[src/rtl/seg_display_scanner_pkg.sv]
// Shared constants, scan state type and digit helpers for the 4-digit display scanner.
package seg_disp_pkg;

    localparam int         NUM_DIGITS = 4;
    localparam logic [3:0] ANODE_OFF  = 4'b1111;

    typedef enum logic {
        BLANK  = 1'b0,
        ACTIVE = 1'b1
    } scan_state_e;

    // Nibble of a 16-bit display word belonging to digit position idx.
    function automatic logic [3:0] nibble_at(input logic [15:0] val, input logic [1:0] idx);
        return val[4*idx +: 4];
    endfunction

    // Active-low anode pattern selecting digit position idx.
    function automatic logic [3:0] anode_for(input logic [1:0] idx);
        return ~(4'b0001 << idx);
    endfunction

    // True when digit idx is a leading zero: it and every higher nibble are zero.
    // Digit 0 is never suppressed.
    function automatic logic is_leading_zero(input logic [15:0] val, input logic [1:0] idx);
        case (idx)
            2'd1:    return (val[15:4]  == 12'h000);
            2'd2:    return (val[15:8]  == 8'h00);
            2'd3:    return (val[15:12] == 4'h0);
            default: return 1'b0;
        endcase
    endfunction

endpackage

[src/rtl/seg_display_scanner_if.sv]
// Control/data bundle between the display scanner and its host.
interface seg_display_scanner_if;
    logic        enable;
    logic        load;
    logic [15:0] value;
    logic [3:0]  dp_mask;
    logic        lz_blank;
    logic [3:0]  digit;
    logic [3:0]  anode;
    logic        dp_n;
    logic        frame_done;

    modport master (
        output enable, load, value, dp_mask, lz_blank,
        input  digit, anode, dp_n, frame_done
    );

    modport slave (
        input  enable, load, value, dp_mask, lz_blank,
        output digit, anode, dp_n, frame_done
    );
endinterface

[src/rtl/seg_scan_timer.sv]
// Terminal-count counter shared by the BLANK and ACTIVE phases; wraps to zero on tc.
module seg_scan_timer #(
    parameter int W = 4
) (
    input  logic         clk,
    input  logic         rst_n,
    input  logic         clr,
    input  logic [W-1:0] tc_val,
    output logic         tc
);

    logic [W-1:0] count_q;

    assign tc = (count_q == tc_val);

    // Count up to the selected terminal value, restarting on tc or explicit clear.
    always_ff @(posedge clk or negedge rst_n) begin
        if (!rst_n)
            count_q <= '0;
        else if (clr || tc)
            count_q <= '0;
        else
            count_q <= count_q + W'(1);
    end

endmodule

[src/rtl/seg_display_scanner.sv]
// Four-digit multiplexed seven-segment scanner with blanking gaps,
// leading-zero suppression and frame-synchronous double-buffered loads.
//
//   state  | meaning
//   -------+-------------------------------------------------------------
//   BLANK  | all anodes off for BLANK_CYCLES between digits
//   ACTIVE | digit idx lit for REFRESH_CYCLES (anode off if leading zero)
module seg_display_scanner
    import seg_disp_pkg::*;
#(
    parameter int REFRESH_CYCLES = 100000,
    parameter int BLANK_CYCLES   = 1000
) (
    input  logic                  clk,
    input  logic                  rst_n,
    seg_display_scanner_if.slave  bus
);

    localparam int MAX_CYCLES = (REFRESH_CYCLES > BLANK_CYCLES) ? REFRESH_CYCLES : BLANK_CYCLES;
    localparam int CW         = $clog2(MAX_CYCLES);
    localparam logic [CW-1:0] REF_TC = CW'(REFRESH_CYCLES - 1);
    localparam logic [CW-1:0] BLK_TC = CW'(BLANK_CYCLES - 1);

    scan_state_e state_q, state_d;
    logic [1:0]  idx_q, idx_d;
    logic [3:0]  anode_q, anode_d;
    logic [3:0]  digit_q, digit_d;
    logic        dp_n_q, dp_n_d;
    logic        frame_done_q, frame_done_d;

    logic [15:0] shown_q, pending_q, shown_next;
    logic [3:0]  shown_dp_q, pend_dp_q, shown_dp_next;
    logic        pend_flag_q;
    logic        commit;
    logic        tc;

    seg_scan_timer #(.W(CW)) u_timer (
        .clk    (clk),
        .rst_n  (rst_n),
        .clr    (!bus.enable),
        .tc_val ((state_q == ACTIVE) ? REF_TC : BLK_TC),
        .tc     (tc)
    );

    // A pending word only becomes visible at the start of digit 0, so a frame never mixes two loads.
    assign commit        = bus.enable && (state_q == BLANK) && tc && (idx_q == 2'd0) && pend_flag_q;
    assign shown_next    = commit ? pending_q : shown_q;
    assign shown_dp_next = commit ? pend_dp_q : shown_dp_q;

    // Scan state and registered display outputs.
    always_ff @(posedge clk or negedge rst_n) begin
        if (!rst_n) begin
            state_q      <= BLANK;
            idx_q        <= 2'd0;
            anode_q      <= ANODE_OFF;
            digit_q      <= 4'h0;
            dp_n_q       <= 1'b1;
            frame_done_q <= 1'b0;
        end else begin
            state_q      <= state_d;
            idx_q        <= idx_d;
            anode_q      <= anode_d;
            digit_q      <= digit_d;
            dp_n_q       <= dp_n_d;
            frame_done_q <= frame_done_d;
        end
    end

    // Next-state and next-output decode; digit/dp change only when a digit is about to light.
    always_comb begin
        state_d      = state_q;
        idx_d        = idx_q;
        anode_d      = anode_q;
        digit_d      = digit_q;
        dp_n_d       = dp_n_q;
        frame_done_d = 1'b0;
        if (!bus.enable) begin
            state_d = BLANK;
            idx_d   = 2'd0;
            anode_d = ANODE_OFF;
        end else begin
            case (state_q)
                BLANK: begin
                    if (tc) begin
                        state_d = ACTIVE;
                        digit_d = nibble_at(shown_next, idx_q);
                        dp_n_d  = ~shown_dp_next[idx_q];
                        anode_d = (bus.lz_blank && is_leading_zero(shown_next, idx_q))
                                  ? ANODE_OFF : anode_for(idx_q);
                    end
                end
                ACTIVE: begin
                    if (tc) begin
                        state_d      = BLANK;
                        idx_d        = idx_q + 2'd1;
                        anode_d      = ANODE_OFF;
                        frame_done_d = (idx_q == 2'd3);
                    end
                end
                default: begin
                    state_d = BLANK;
                    anode_d = ANODE_OFF;
                end
            endcase
        end
    end

    // Double buffer: loads land in pending; commit moves pending to shown.
    always_ff @(posedge clk or negedge rst_n) begin
        if (!rst_n) begin
            pending_q   <= 16'h0000;
            pend_dp_q   <= 4'h0;
            pend_flag_q <= 1'b0;
            shown_q     <= 16'h0000;
            shown_dp_q  <= 4'h0;
        end else begin
            if (commit) begin
                shown_q    <= pending_q;
                shown_dp_q <= pend_dp_q;
            end
            if (bus.load) begin
                pending_q   <= bus.value;
                pend_dp_q   <= bus.dp_mask;
                pend_flag_q <= 1'b1;
            end else if (commit) begin
                pend_flag_q <= 1'b0;
            end
        end
    end

    assign bus.digit      = digit_q;
    assign bus.anode      = anode_q;
    assign bus.dp_n       = dp_n_q;
    assign bus.frame_done = frame_done_q;

endmodule

[src/flat_wrapper.sv]
// flat-port wrapper written by rule: the top's interface ports become plain ports
module seg_display_scanner_flat import seg_disp_pkg::*;
#(
    parameter int REFRESH_CYCLES = 100000,
    parameter int BLANK_CYCLES   = 1000
)
  (clk, rst_n, bus_enable, bus_load, bus_value, bus_dp_mask, bus_lz_blank, bus_digit, bus_anode, bus_dp_n, bus_frame_done);
  seg_display_scanner_if bus_i ();
  input  logic clk;
  input  logic rst_n;
  input wire logic [$bits(bus_i.enable)-1:0] bus_enable;
  input wire logic [$bits(bus_i.load)-1:0] bus_load;
  input wire logic [$bits(bus_i.value)-1:0] bus_value;
  input wire logic [$bits(bus_i.dp_mask)-1:0] bus_dp_mask;
  input wire logic [$bits(bus_i.lz_blank)-1:0] bus_lz_blank;
  output wire logic [$bits(bus_i.digit)-1:0] bus_digit;
  output wire logic [$bits(bus_i.anode)-1:0] bus_anode;
  output wire logic [$bits(bus_i.dp_n)-1:0] bus_dp_n;
  output wire logic [$bits(bus_i.frame_done)-1:0] bus_frame_done;
  assign bus_i.enable = bus_enable;
  assign bus_i.load = bus_load;
  assign bus_i.value = bus_value;
  assign bus_i.dp_mask = bus_dp_mask;
  assign bus_i.lz_blank = bus_lz_blank;
  assign bus_digit = bus_i.digit;
  assign bus_anode = bus_i.anode;
  assign bus_dp_n = bus_i.dp_n;
  assign bus_frame_done = bus_i.frame_done;
  seg_display_scanner #(.REFRESH_CYCLES(REFRESH_CYCLES), .BLANK_CYCLES(BLANK_CYCLES)) u_core (.clk(clk), .rst_n(rst_n), .bus(bus_i));
endmodule
[config.mk]
export PLATFORM = sky130hd
export DESIGN_NAME = seg_display_scanner_flat
export DESIGN_NICKNAME = d
export VERILOG_FILES = /design/src/rtl/seg_display_scanner_pkg.sv /design/src/rtl/seg_display_scanner_if.sv /design/src/rtl/seg_scan_timer.sv /design/src/rtl/seg_display_scanner.sv /design/src/flat_wrapper.sv
export SDC_FILE = /design/constraint.sdc
export NUM_CORES = 1
export LEC_CHECK = 0
export CAP_MARGIN = 20
export CORE_UTILIZATION = 56
export CTS_CLUSTER_DIAMETER = 120
export CTS_CLUSTER_SIZE = 28
export DETAILED_ROUTE_END_ITERATION = 7
export PLACE_DENSITY_LB_ADDON = 0.1
export SYNTH_ARGS = -nofsm -noshare
export SYNTH_HDL_FRONTEND = slang
export SYNTH_SLANG_ARGS = --single-unit
[constraint.sdc]
create_clock -name clk -period 3.7 [get_ports clk]
set_input_delay 0.74 -clock clk [delete_from_list [all_inputs] [get_ports clk]]
set_output_delay 0.74 -clock clk [all_outputs]
set_load 0.01 [all_outputs]
Word level (Yosys, flattened, before mapping) --
Cells that the tools add are included.
Cells by class: add/sub/neg operators 2, $lt $le $gt $ge 1, eq/ne operators 8, shift operators 2, multiplexer cells 27, bitwise logic cells 3, reduce and logical (&&, ||, !) cells 15
Operator list (count):
- 2-to-1 mux 17 bit | 2
- 2-to-1 mux 4 bit | 5
- adder 17 x 1 -> 17 bit, second input constant | 1
- == test 17 bit | 1
- 2-to-1 mux 16 bit | 1
- variable part select 16 x 5 -> 4 bit | 1
- logical NOT 12 bit | 1
- 2-to-1 mux 1 bit | 12
- logical NOT 8 bit | 1
- case mux 4 bit (2 select lines) | 1
- 2-to-1 mux 2 bit | 3
- logical AND 1 bit | 5
- == test 2 bit, second input constant | 2
- logical NOT 4 bit | 1
- != test 2 x 1 -> 1 bit, second input constant | 2
- NOT 4 bit | 1
- AND reduction 2 bit | 2
- << shifter 1 x 2 -> 4 bit, first input constant | 1
- < comparator 2 x 3 -> 1 bit, second input constant | 1
- != test 3 x 2 -> 1 bit, second input constant | 1
- != test 3 bit, second input constant | 1
- case mux 1 bit (3 select lines) | 1
- AND reduction 3 bit | 1
- adder 2 x 1 -> 2 bit, second input constant | 1
- other kinds (8) | 9
Storage, ports and cells: bits in registers 71, output and inout bits 10, word-level logic and storage cells 70

Depth between registers and ports, before layout --
depth after elaboration 16, mapped depth 10, gate-level depth less buffers 7

By module --
Synthesis repeated with hierarchy kept, for this count alone.
Second synthesis, totals: cells, all modules 286, area total of the unflattened synthesis 3532.1 um^2
Modules (own cells, without submodules):
- seg_display_scanner | times used 1, cells each 180, area each 2529.9 um^2, seq. area each 1357.6 um^2
- seg_scan_timer | times used 1, cells each 106, area each 1002.2 um^2, seq. area each 425.4 um^2

Least setup slack after synthesis --
OpenSTA, ideal clock, no wires.
path kind register -> register, start reg u_core.u_timer.count_q[10], end reg u_core.digit_q[1], in the netlist u_core.bus.digit[1], setup time 0.142 ns, arrival time 2.636 ns, required time 3.558 ns, slack 0.922 ns, stages on the path, launching flop included 8, path through dfrtp_1 > or4b_1 > or4_4 > a2111oi_4 > buf_2 > mux4_2 > nand2_1 > a31oi_1
Between the ends: longest elaborated chain between the ends 6
RTL lines:
- start: declaration | line seg_scan_timer.sv:12 | logic [W-1:0] count_q;
- start signal: assignment | line seg_scan_timer.sv:23 | count_q <= count_q + W'(1);
- == test 17 bit (*) | line seg_scan_timer.sv:14 | assign tc = (count_q == tc_val);
- logical AND 1 bit (3 in series) | line seg_display_scanner.sv:46 | assign commit = bus.enable && (state_q == BLANK) && tc && (idx_q == 2'd0) && pend_flag_q;
- 2-to-1 mux 16 bit | line seg_display_scanner.sv:47 | assign shown_next = commit ? pending_q : shown_q;
- variable part select 16 x 5 -> 4 bit | line seg_display_scanner_pkg.sv:14 | return val[4*idx +: 4];
- end signal: assignment | line seg_display_scanner.sv:63 | digit_q <= digit_d;
- end: declaration | line seg_display_scanner.sv:27 | logic [3:0] digit_q, digit_d;
Every way passes the cells marked *; elsewhere a longest branch is shown, timed or not. A chain may end at the register's enable or synchronous reset.

Worst setup path in the final report --
start reg u_core.u_timer.count_q[10], end reg u_core.dp_n_q, in the netlist u_core.bus.dp_n
Between the ends: longest elaborated chain between the ends 8
RTL lines:
- == test 17 bit (*) | line seg_scan_timer.sv:14
- logical AND 1 bit (3 in series) | line seg_display_scanner.sv:46
- 2-to-1 mux 4 bit | line seg_display_scanner.sv:48 | assign shown_dp_next = commit ? pend_dp_q : shown_dp_q;
- binary-select mux 1 bit (select 2 bit) | line seg_display_scanner.sv:87 | dp_n_d = ~shown_dp_next[idx_q];
- 2-to-1 mux 1 bit (implied by the code) | line seg_display_scanner.sv:87
- NOT 1 bit | line seg_display_scanner.sv:87
- end signal: assignment | line seg_display_scanner.sv:64 | dp_n_q <= dp_n_d;
- end: declaration | line seg_display_scanner.sv:28 | logic dp_n_q, dp_n_d;
Every way passes the cells marked *; elsewhere a longest branch is shown, timed or not. The select of a mux whose other input is x is not followed.

==> summary.md <==
| Metric | Value |
|---|---|
| Slowest CP cell | `a2111oi_4` |
| Placement Rows | `27` |
| Worst path max stage delay | `roughly 590 ps` |
| Arr. time, crit path | `3420 ps` |
| Yosys reg bits | `71` |
| Die Y | `~80 microns` |
| Initial Util | `0.597` |
| Fmax | `320 MHz` |
| P_leak | `between 1.5 and 2 nW` |
| Outcome | `finished, final reports clean` |
| Delay-heaviest family, CP | `simple AND/OR/NAND/NOR gates` |
| Final period utilization | `0.843` |
| Initial antenna violation count | `0` |
| Asr flop ratio synth | `1.00` |
| Hold Buf Count CTS | `0` |
| Crit Path Category | `reg -> reg` |
| Clock Latency Late Sink | `350 ps` |
| Cells after Synth | `304` |
| Register area share after synthesis | `0.530` |
| Peak supply drop | `0.378 mV` |
| Hpwl dp | `between 4000 and 5000 microns` |
| HP Class | `reg -> reg` |
| Final Core Density | `0.722` |
| Core Footprint | `5640 sq um` |
| DRC | `0` |
| Die footprint | `roughly 6300 sq um` |
| Clk sinks | `71` |
| P per Cell Area | `432 nW/um^2` |
| Mean Syn Cell Area | `11.1 sq um` |
| Slew at the pin closest to its max-slew limit | `980 ps` |
| Grt ovf | `0` |
| Post-synth EDFFs | `0` |
| Worst Hold Launch | `u_core.shown_dp_q[2]` |
| Count of unique library cells instantiated by Yosys | `39` |
| Initial DRC count | `roughly 130` |
| WL/cell | `16.8 microns` |
| GRT Util Overall | `0.254` |
| Share of Yosys cell area claimed by the top area cell type | `0.491` |
| CP endpoint kind | `register` |
| Number of placed I/O pins | `35` |
| Startpoint types | `register` |
| Clk pin slew, worst setup/hold paths | `approximately 80 ps` |
| Clk buf depth | `2` |
| Reg-to-Reg Start | `u_core.u_timer.count_q[10]` |
| Synthesized area | `3370 sq um` |
| Leading area contributor after synthesis | `dfrtp_1` |
| Post-CTS resize count | `0` |
| Share of layout cells above drive strength 1 | `0.181` |
| WL final | `7040 microns` |
| Diode count | `0` |
| Setup_tns | `0 ps` |
| Number of CTS-inserted buffers | `9` |
| Max-slew headroom | `0.344` |
| First-pass GRT wire length | `11900 microns` |
| Worst Hold End | `u_core.shown_dp_q[2]` |
| Die Span X | `79.5 microns` |
| CTS Root Cell | `clkbuf_8` |
| Syn. warnings | `0` |
| Synth top area cells | `dfrtp_1 (49%), nand2_1 (8.1%), mux2_2 (7.4%), mux4_2 (6.7%), dfstp_2 (3.9%)` |
| Drt pass-1 iters | `5` |
| Post-synth top cells | `nand2_1 (73), dfrtp_1 (66), nor2_1 (31), mux2_2 (22), mux4_2 (10)` |
| IO Port Bufs | `34` |
| Layout area overhead | `21.0%` |
| Most used DFF post-synth | `dfrtp_1` |
| Max-Cap Viols | `0` |
| Final Setup Violations | `0` |
| Largest net degree at the start of global routing | `39` |
| CTS tree | `yes` |
| Syn nets | `335` |
| RSZ-0062 raised after global routing | `no` |
| Reg2reg path depth | `7` |
| Endpoints failing hold | `0` |
| # Post-CTS Setup Buffers | `0` |
| Nets | `around 370` |
| GPL Wtd Cong | `0.879` |
| CP Max Fanout | `18` |
| CP bufs+invs | `1` |
| Via/cell ratio | `5.70` |
| Total number of vias | `2395` |
| Minimum clock period | `3120 ps` |
| Clk_skew | `10.4 ps` |
| R2r endpoint | `u_core.bus.dp_n` |
| Most frequent cell after synthesis | `nand2_1` |
| Max-slew violations | `0` |
| Register-to-register setup slack | `580 ps` |
| CP Cell Sequence | `or4b_1 > or4_4 > a2111oi_4 > buf_4 > mux4_2 > mux2i_1 > mux2_2` |
| Critical path required time | `3990 ps` |
| Post-route ant nets | `0` |
| Worst hold stages | `2` |
| Vias in the first global route | `2478` |
| Max H-tree Level | `3` |
[worst max path at each step]
stage / startpoint / end / slack (ps) / cells past startpoint
5_1_grt: u_core.u_timer.count_q[10] / u_core.bus.dp_n / 450 / 7
2_1_floorplan: u_core.u_timer.count_q[10] / u_core.bus.digit[1] / 920 / 7
3_5_place_dp: u_core.u_timer.count_q[10] / u_core.bus.dp_n / 590 / 7
3_3_place_gp: u_core.u_timer.count_q[10] / u_core.bus.dp_n / 670 / 7
4_1_cts: u_core.u_timer.count_q[10] / u_core.bus.dp_n / 570 / 7
6_report: u_core.u_timer.count_q[10] / u_core.bus.dp_n / 580 / 7
[per-layer routing]
layer  up-vias  GRT usage  part of all wire
li1       1122          -                 -
met1      1182      0.372              0.47
met2        82      0.367              0.45
met3         9     0.0434             0.062
met4         0      0.124             0.015
met5         -          0                 0
[cell usage in the layout (no fill, tap or decap), types with 2 or more instances in the layout]
cell | netlist | layout
a2111o_1 | 2 | 2
a31oi_1 | 6 | 6
and2_1 | 2 | 2
and3_1 | 3 | 3
and4_1 | 2 | 2
buf_4 | 1 | 4
bufinv_16 | 0 | 4
clkbuf_8 | 0 | 11
clkdlybuf4s50_1 | 0 | 33
dfrtp_1 | 66 | 66
dfstp_2 | 5 | 5
ha_1 | 6 | 6
inv_1 | 7 | 7
mux2_2 | 22 | 22
mux2i_1 | 4 | 4
mux4_2 | 10 | 10
nand2_1 | 73 | 73
nand3_1 | 6 | 6
nand4_1 | 4 | 4
nor2_1 | 31 | 31
nor2b_1 | 3 | 3
nor3_1 | 2 | 2
nor4_1 | 6 | 6
or3_1 | 2 | 2
xnor2_1 | 9 | 9
xor2_1 | 8 | 8
[cells by family after synthesis]
| logic type | Yosys count | share of synthesized area |
|---|---|---|
| AO/OA/AOI/OAI | 16 | 0.0446 |
| XOR/XNOR | 17 | 0.0442 |
| adder cells (fa/ha/maj) | 6 | 0.0223 |
| buffers and inverters | 19 | 0.0230 |
| flip-flops | 71 | 0.530 |
| multiplexers | 36 | 0.152 |
| AND/OR/NAND/NOR | 139 | 0.184 |
[state kept, by name (all words and copies together), names as in the netlist, 2 cells and up]
register                flops
u_core.shown_q             16
u_core.u_timer.count_q     17
u_core.pending_q           16
u_core.pend_dp_q            4
u_core.idx_q                2
u_core.shown_dp_q           4
u_core.bus.digit            4
u_core.bus.anode            4
[final cells by class]
class	count	area, sq um
Clock inverter	5	128
Tap cell	72	90.1
Timing Repair Buffer	39	385
Sequential cell	71	1780
Inverter	8	30.0
Multi-Input combinational cell	214	1510
Fill cell	390	1570
Clock buffer	11	151
[tightest hold or removal path, cell delays in order (launching register included)]
cell	delay [ps]
dfrtp_1	340
nand2_1	50
nand2_1	50
[power by group]
group          internal (mW)  total, mW  leakage (nW)  switching (mW)
clock network          0.553      0.843         0.136           0.291
registers              0.801      0.829         0.921          0.0282
logic                 0.0517     0.0886         0.758          0.0370
total                   1.41       1.76          1.82           0.356
[per-stage QoR]
stage,worst slack [ps],total power [mW],cells,instance area [sq um],hold slack (ps)
after floorplan,922,0.872,304,3370,434
after global placement,667,0.929,404,3790,453
after detailed placement,592,0.933,404,3790,456
after CTS,575,1.77,420,4070,474
after global routing,447,1.81,420,4070,501
final,579,1.76,420,4070,474
Power figures use the tool's default switching activity.
